$ cat src/rtl/glitc_clock_delay_scanner_if.sv
// Bundle of request, sample and result signals between the GLITC clock-delay
// scanner (slave side) and whatever drives it and the clock-path wrapper.
interface glitc_clock_delay_scanner_if;
   logic        start_i;
   logic [4:0]  manual_delay_i;
   logic        manual_load_i;
   logic        n_q_i;
   logic [4:0]  delay_o;
   logic        load_o;
   logic        busy_o;
   logic        done_o;
   logic        edge_found_o;
   logic [4:0]  edge_tap_o;
   logic [31:0] history_o;

   modport slave (
      input  start_i, manual_delay_i, manual_load_i, n_q_i,
      output delay_o, load_o, busy_o, done_o, edge_found_o, edge_tap_o, history_o
   );

   modport master (
      output start_i, manual_delay_i, manual_load_i, n_q_i,
      input  delay_o, load_o, busy_o, done_o, edge_found_o, edge_tap_o, history_o
   );
endinterface

$ cat src/rtl/glitc_clock_delay_scanner.sv
// Sweeps the 32 IDELAY taps, majority-samples the N-path to find the clock edge and
// loads edge+OFFSET. Define GLITC_CLKSCAN_HISTORY_EN to build the per-tap history bitmap.
module glitc_clock_delay_scanner #(
   parameter int SETTLE_CYCLES = 16,
   parameter int SAMPLE_COUNT  = 64,
   parameter int OFFSET        = 8
) (
   input  logic                          clk_i,
   input  logic                          rst_n_i,
   glitc_clock_delay_scanner_if.slave    bus
);

   localparam int ONES_W = $clog2(SAMPLE_COUNT + 1);

   typedef enum logic [3:0] {
      IDLE, SET, LOAD, SETTLE, SAMPLE, EVAL,
      FSET, FLOAD, FSETTLE, DONE, MSET, MLOAD
   } state_t;

   state_t              r_state;
   state_t              w_state_next;
   logic [9:0]          r_cnt;
   logic [1:0]          r_sync;
   logic [ONES_W-1:0]   r_ones;
   logic [4:0]          r_tap;
   logic [4:0]          r_delay;
   logic                r_load;
   logic                r_busy;
   logic                r_done;
   logic                r_edge_found;
   logic [4:0]          r_edge_tap;
   logic                r_prev_class;

   logic                w_idle_like;
   logic                w_start_acc;
   logic                w_man_acc;
   logic [ONES_W:0]     w_ones_x2;
   logic                w_class;
   logic                w_edge_hit;
   logic [4:0]          w_edge_tap_eff;

   assign w_idle_like    = (r_state == IDLE) || (r_state == DONE);
   assign w_start_acc    = w_idle_like && bus.start_i;
   assign w_man_acc      = w_idle_like && !bus.start_i && bus.manual_load_i;
   // Strict majority: a tie classifies the tap as low.
   assign w_ones_x2      = {r_ones, 1'b0};
   assign w_class        = int'(w_ones_x2) > SAMPLE_COUNT;
   assign w_edge_hit     = (r_state == EVAL) && (r_tap != 5'd0) && !r_edge_found &&
                           (w_class != r_prev_class);
   // An edge found at tap 31 must already feed the final delay computed in the same cycle.
   assign w_edge_tap_eff = w_edge_hit ? r_tap : r_edge_tap;

   always_comb begin
      w_state_next = r_state;
      case (r_state)
         IDLE, DONE: begin
            if (bus.start_i)            w_state_next = SET;
            else if (bus.manual_load_i) w_state_next = MSET;
         end
         SET:     w_state_next = LOAD;
         LOAD:    w_state_next = SETTLE;
         SETTLE:  if (r_cnt == 10'(SETTLE_CYCLES - 1)) w_state_next = SAMPLE;
         SAMPLE:  if (r_cnt == 10'(SAMPLE_COUNT - 1))  w_state_next = EVAL;
         EVAL:    w_state_next = (r_tap == 5'd31) ? FSET : SET;
         FSET:    w_state_next = FLOAD;
         FLOAD:   w_state_next = FSETTLE;
         FSETTLE: if (r_cnt == 10'(SETTLE_CYCLES - 1)) w_state_next = DONE;
         MSET:    w_state_next = MLOAD;
         MLOAD:   w_state_next = IDLE;
         default: w_state_next = IDLE;
      endcase
   end

   always_ff @(posedge clk_i or negedge rst_n_i) begin
      if (!rst_n_i) begin
         r_state <= IDLE;
         r_cnt   <= '0;
         r_sync  <= '0;
         r_load  <= 1'b0;
         r_busy  <= 1'b0;
      end else begin
         r_state <= w_state_next;
         r_cnt   <= (w_state_next != r_state) ? 10'd0 : r_cnt + 10'd1;
         r_sync  <= {r_sync[0], bus.n_q_i};
         // Registered so load and busy are clean flop outputs into the wrapper.
         r_load  <= (w_state_next == LOAD) || (w_state_next == FLOAD) || (w_state_next == MLOAD);
         r_busy  <= (w_state_next != IDLE) && (w_state_next != DONE);
      end
   end

   always_ff @(posedge clk_i or negedge rst_n_i) begin
      if (!rst_n_i) begin
         r_ones       <= '0;
         r_tap        <= '0;
         r_delay      <= '0;
         r_done       <= 1'b0;
         r_edge_found <= 1'b0;
         r_edge_tap   <= '0;
         r_prev_class <= 1'b0;
      end else if (w_start_acc) begin
         r_tap        <= '0;
         r_delay      <= '0;
         r_done       <= 1'b0;
         r_edge_found <= 1'b0;
         r_edge_tap   <= '0;
      end else if (w_man_acc) begin
         r_delay <= bus.manual_delay_i;
         r_done  <= 1'b0;
      end else begin
         case (r_state)
            SET:    r_ones <= '0;
            SAMPLE: r_ones <= r_ones + ONES_W'(r_sync[1]);
            EVAL: begin
               r_prev_class <= w_class;
               if (w_edge_hit) begin
                  r_edge_found <= 1'b1;
                  r_edge_tap   <= r_tap;
               end
               if (r_tap != 5'd31) begin
                  r_tap   <= r_tap + 5'd1;
                  r_delay <= r_tap + 5'd1;
               end else begin
                  r_delay <= w_edge_tap_eff + 5'(OFFSET);
               end
            end
            FSETTLE: if (w_state_next == DONE) r_done <= 1'b1;
            default: ;
         endcase
      end
   end

`ifdef GLITC_CLKSCAN_HISTORY_EN
   logic [31:0] r_history;

   always_ff @(posedge clk_i or negedge rst_n_i) begin
      if (!rst_n_i)                 r_history <= '0;
      else if (w_start_acc)         r_history <= '0;
      else if (r_state == EVAL)     r_history[r_tap] <= w_class;
   end

   assign bus.history_o = r_history;
`else
   assign bus.history_o = '0;
`endif

   assign bus.delay_o      = r_delay;
   assign bus.load_o       = r_load;
   assign bus.busy_o       = r_busy;
   assign bus.done_o       = r_done;
   assign bus.edge_found_o = r_edge_found;
   assign bus.edge_tap_o   = r_edge_tap;

endmodule

$ cat src/flat_wrapper.sv
// flat-port wrapper written by rule: the top's interface ports become plain ports
module glitc_clock_delay_scanner_flat 
#(
   parameter int SETTLE_CYCLES = 16,
   parameter int SAMPLE_COUNT  = 64,
   parameter int OFFSET        = 8
)
  (clk_i, rst_n_i, bus_start_i, bus_manual_delay_i, bus_manual_load_i, bus_n_q_i, bus_delay_o, bus_load_o, bus_busy_o, bus_done_o, bus_edge_found_o, bus_edge_tap_o, bus_history_o);
  glitc_clock_delay_scanner_if bus_i ();
  input  logic clk_i;
  input  logic rst_n_i;
  input wire logic [$bits(bus_i.start_i)-1:0] bus_start_i;
  input wire logic [$bits(bus_i.manual_delay_i)-1:0] bus_manual_delay_i;
  input wire logic [$bits(bus_i.manual_load_i)-1:0] bus_manual_load_i;
  input wire logic [$bits(bus_i.n_q_i)-1:0] bus_n_q_i;
  output wire logic [$bits(bus_i.delay_o)-1:0] bus_delay_o;
  output wire logic [$bits(bus_i.load_o)-1:0] bus_load_o;
  output wire logic [$bits(bus_i.busy_o)-1:0] bus_busy_o;
  output wire logic [$bits(bus_i.done_o)-1:0] bus_done_o;
  output wire logic [$bits(bus_i.edge_found_o)-1:0] bus_edge_found_o;
  output wire logic [$bits(bus_i.edge_tap_o)-1:0] bus_edge_tap_o;
  output wire logic [$bits(bus_i.history_o)-1:0] bus_history_o;
  assign bus_i.start_i = bus_start_i;
  assign bus_i.manual_delay_i = bus_manual_delay_i;
  assign bus_i.manual_load_i = bus_manual_load_i;
  assign bus_i.n_q_i = bus_n_q_i;
  assign bus_delay_o = bus_i.delay_o;
  assign bus_load_o = bus_i.load_o;
  assign bus_busy_o = bus_i.busy_o;
  assign bus_done_o = bus_i.done_o;
  assign bus_edge_found_o = bus_i.edge_found_o;
  assign bus_edge_tap_o = bus_i.edge_tap_o;
  assign bus_history_o = bus_i.history_o;
  glitc_clock_delay_scanner #(.SETTLE_CYCLES(SETTLE_CYCLES), .SAMPLE_COUNT(SAMPLE_COUNT), .OFFSET(OFFSET)) u_core (.clk_i(clk_i), .rst_n_i(rst_n_i), .bus(bus_i));
endmodule
$ cat config.mk
export PLATFORM = sky130hd
export DESIGN_NAME = glitc_clock_delay_scanner_flat
export DESIGN_NICKNAME = d
export VERILOG_FILES = /design/src/rtl/glitc_clock_delay_scanner_if.sv /design/src/rtl/glitc_clock_delay_scanner.sv /design/src/flat_wrapper.sv
export SDC_FILE = /design/constraint.sdc
export NUM_CORES = 1
export LEC_CHECK = 0
export BUFFER_PORTS_ARGS = -buffer_cell sky130_fd_sc_hd__buf_2
export CAP_MARGIN = 0
export CORE_ASPECT_RATIO = 2
export CORE_UTILIZATION = 30
export CTS_BUF_LIST = sky130_fd_sc_hd__clkbuf_8 sky130_fd_sc_hd__clkbuf_16
export DETAILED_ROUTE_END_ITERATION = 7
export GPL_ROUTABILITY_DRIVEN = 0
export PLACE_DENSITY_LB_ADDON = 0.15
export SETUP_SLACK_MARGIN = 0.05
export SYNTH_ARGS = -nofsm -noshare
export SYNTH_HDL_FRONTEND = slang
export SYNTH_SLANG_ARGS = --single-unit
$ cat constraint.sdc
create_clock -name clk_i -period 7.3 [get_ports clk_i]
set_input_delay 0.73 -clock clk_i [delete_from_list [all_inputs] [get_ports clk_i]]
set_output_delay 0.73 -clock clk_i [all_outputs]
set_load 0.005 [all_outputs]
==> results.cfg <==
[hold_path]
hold_depth = 0
hp-class = reg -> reg

[critical_path]
ff2ff_path_depth = 6
crit_arrival_ns = 3.30
crit_end = u_core.bus.delay_o[4]
reg2reg_to = u_core.bus.delay_o[4]
path_class = reg -> reg
r2r-start = u_core.r_state[0]
cp_max_fo = 19
cp-start-kind = flip-flop
required_ns = 7.41
end_kind = flip-flop
crit_start = u_core.r_state[0]
reg2reg_slack_ns = 4.11

[cts]
clk_latency_ns = 0.29
root_buffer = clkbuf_16
cts_tree = yes
clock_sinks = 43
post_cts_buffers = 0
cts.clk_slew.worst_paths_ns = 0.06
ctsHoldBuffers = 0
numCtsBuffers = 5
clk_path_buf_depth = 2
cts_resized = 0
h-tree-depth = 2

[synthesis]
synth_area_leaders = dfrtp_1 40%, buf_4 9.3%, xor2_1 4.6%
synth_edf_count = 0
synth.avg_cell_area_um2 = 9.12
async_flop_share_pct = 100
synth_seq_cells = 43
synth_top_area_share_pct = 40.4
yosysMostFrequentCell = dfrtp_1
synthesis.area_mm2 = 0.00266
ys.flop_type = dfrtp_1
ys_types = 51
ys_seq_area_share_pct = 40.4
yosys_warnings = 0
synth_cells = 292
yosysTopAreaCell = dfrtp_1
synth_top_cells_by_count = 43 x dfrtp_1, 33 x buf_4, 30 x nand2_1

[die]
die_h_um = 135
fp.dieW_um = 68.6
rows = 48
fp.coreArea_mm2 = 0.00865
io_pins = 56
die_area_mm2 = 0.00928
initial_core_util_pct = 30.8

[placement]
dpl.hpwl_um = 4990
port_buffers = 23
dpl-instance-area_mm2 = 0.00270

[global_route]
antenna_found_initial = 0
grt_pass1_vias = 2027
grt.overflow.total = 0
grt_max_degree = 44
grt_usage_pct = 15.5
grt_pass1_wl_um = 10300

[timing]
period_needed_ns = 3.19
fmax_mhz = 314
fin_tns_setup_ns = 0
rsz0062_at_grt = no
setup_viol = 0
hold_viol = 0
finalCritPeriodShare_pct = 43.7
skew_ns = 0.00473
max_slew_margin_pct = 35.0
tightest_slew_ns = 0.975
report.final.slew_viol_count = 0

[final_layout]
nFillCells = 938
num_antenna_cells = 0
drive_gt1_share_pct = 13.0
final_util_pct = 32.9
finalNetCount = 322
syn_to_final_growth_pct = 6.81
final_area_mm2 = 0.00285

[job]
max-cap-violations = 0

[route]
wirelength_um = 6490
drtIter0Drc = 108
detail_route.drc_violations = 0
dr.pass1.iters = 5
vias = 2047
ant_nets = 0
routedWlPerCell_um = 16.0
viasPerCell = 5.03

[status]
status = complete, no violations

[pwr]
total_leakage_power_nw = 1.32
ir_drop_uv = 97.6
power_density_mw_per_mm2 = 257
fin_total_pwr_mw = 0.731
[critical path, stage by stage (launching register included)]
cell and delay [ns]:
dfrtp_1 0.78, nand4bb_1 0.43, nor3_1 0.34, nand2_1 0.10
mux2i_2 0.65, nor3_1 0.13, nor4_1 0.57
[flip-flops by register name, summed over array words and instances, names as in the netlist]
register,flops
u_core.r_cnt,10
u_core.r_ones,7
u_core.bus.delay_o,5
u_core.bus.edge_tap_o,5
u_core.r_tap,5
u_core.r_state,4
u_core.r_sync,2
u_core.bus.busy_o,1
u_core.bus.done_o,1
u_core.bus.edge_found_o,1
u_core.bus.load_o,1
u_core.r_prev_class,1
[power breakdown]
group,internal [mW],switching (mW)
Combinational,0.0816,0.0916
Sequential,0.280,0.0593
Clock,0.125,0.0938
Total,0.487,0.245
[layout by cell type, fill, tap and decap left out, types with 3 or more instances in the layout]
master,Yosys,routed
o21ai_0,15,15
nand4_1,4,4
a22o_1,4,4
a21oi_1,12,12
nand2_1,30,30
ha_1,6,6
xor2_1,14,14
a31oi_1,3,3
buf_2,7,23
clkbuf_16,0,5
nor2_1,25,25
dfrtp_1,43,43
o22ai_1,3,3
nand3_1,8,8
conb_1,1,32
or3_1,4,4
inv_1,5,6
nor2b_1,4,4
nor3_1,15,15
and3_1,5,5
xnor2_1,7,7
nand2b_1,4,4
[cell type report]
| type | instances | area [µm²] | area share (%) |
|---|---|---|---|
| Sequential cell | 43 | 1080 | 37.8 |
| Timing Repair Buffer | 23 | 115 | 4.05 |
| Tap cell | 100 | 125 | 4.40 |
| Inverter | 5 | 18.8 | 0.660 |
| Multi-Input combinational cell | 228 | 1370 | 48.1 |
| Clock buffer | 5 | 125 | 4.40 |
| Clock inverter | 3 | 16.3 | 0.572 |
[stage by stage]
step                setup slack (ns)  hold slack (ns)  cells
finish                          4.11            0.350    407
global route                    3.93            0.353    407
detailed placement              4.13            0.336    399
floorplan                       4.95            0.331    323
CTS                             4.16            0.351    407
global placement                4.17            0.333    399
[kinds of logic (layout without fill, tap and decap cells)]
logic type,after synthesis,in the layout,share of synthesized area (%)
compound gates,50,50,12.1
other cells,1,32,0.141
simple gates,114,114,22.9
mux,5,5,2.11
buf+inv,52,36,12.6
xor+xnor,21,21,6.90
flops,43,43,40.4
fa+ha+maj,6,6,2.82
[worst min path at each step]
stage,start,to,slack (ns)
floorplan,u_core.r_sync[0],u_core.r_sync[1],0.33
global placement,u_core.r_sync[0],u_core.r_sync[1],0.33
detailed placement,u_core.r_sync[0],u_core.r_sync[1],0.34
CTS,u_core.r_sync[0],u_core.r_sync[1],0.35
global route,u_core.r_sync[0],u_core.r_sync[1],0.35
finish,u_core.r_sync[0],u_core.r_sync[1],0.35
[layer usage]
| layer | up-vias | track usage [%] | wire length, µm |
|---|---|---|---|
| met5 | - | 0 | 0 |
| met4 | 0 | 8.68 | 267 |
| met3 | 14 | 2.61 | 184 |
| met2 | 48 | 29.7 | 3850 |
| met1 | 1010 | 14.1 | 2190 |
| li1 | 975 | - | - |
No activity file was read; power rests on OpenSTA's default activity.
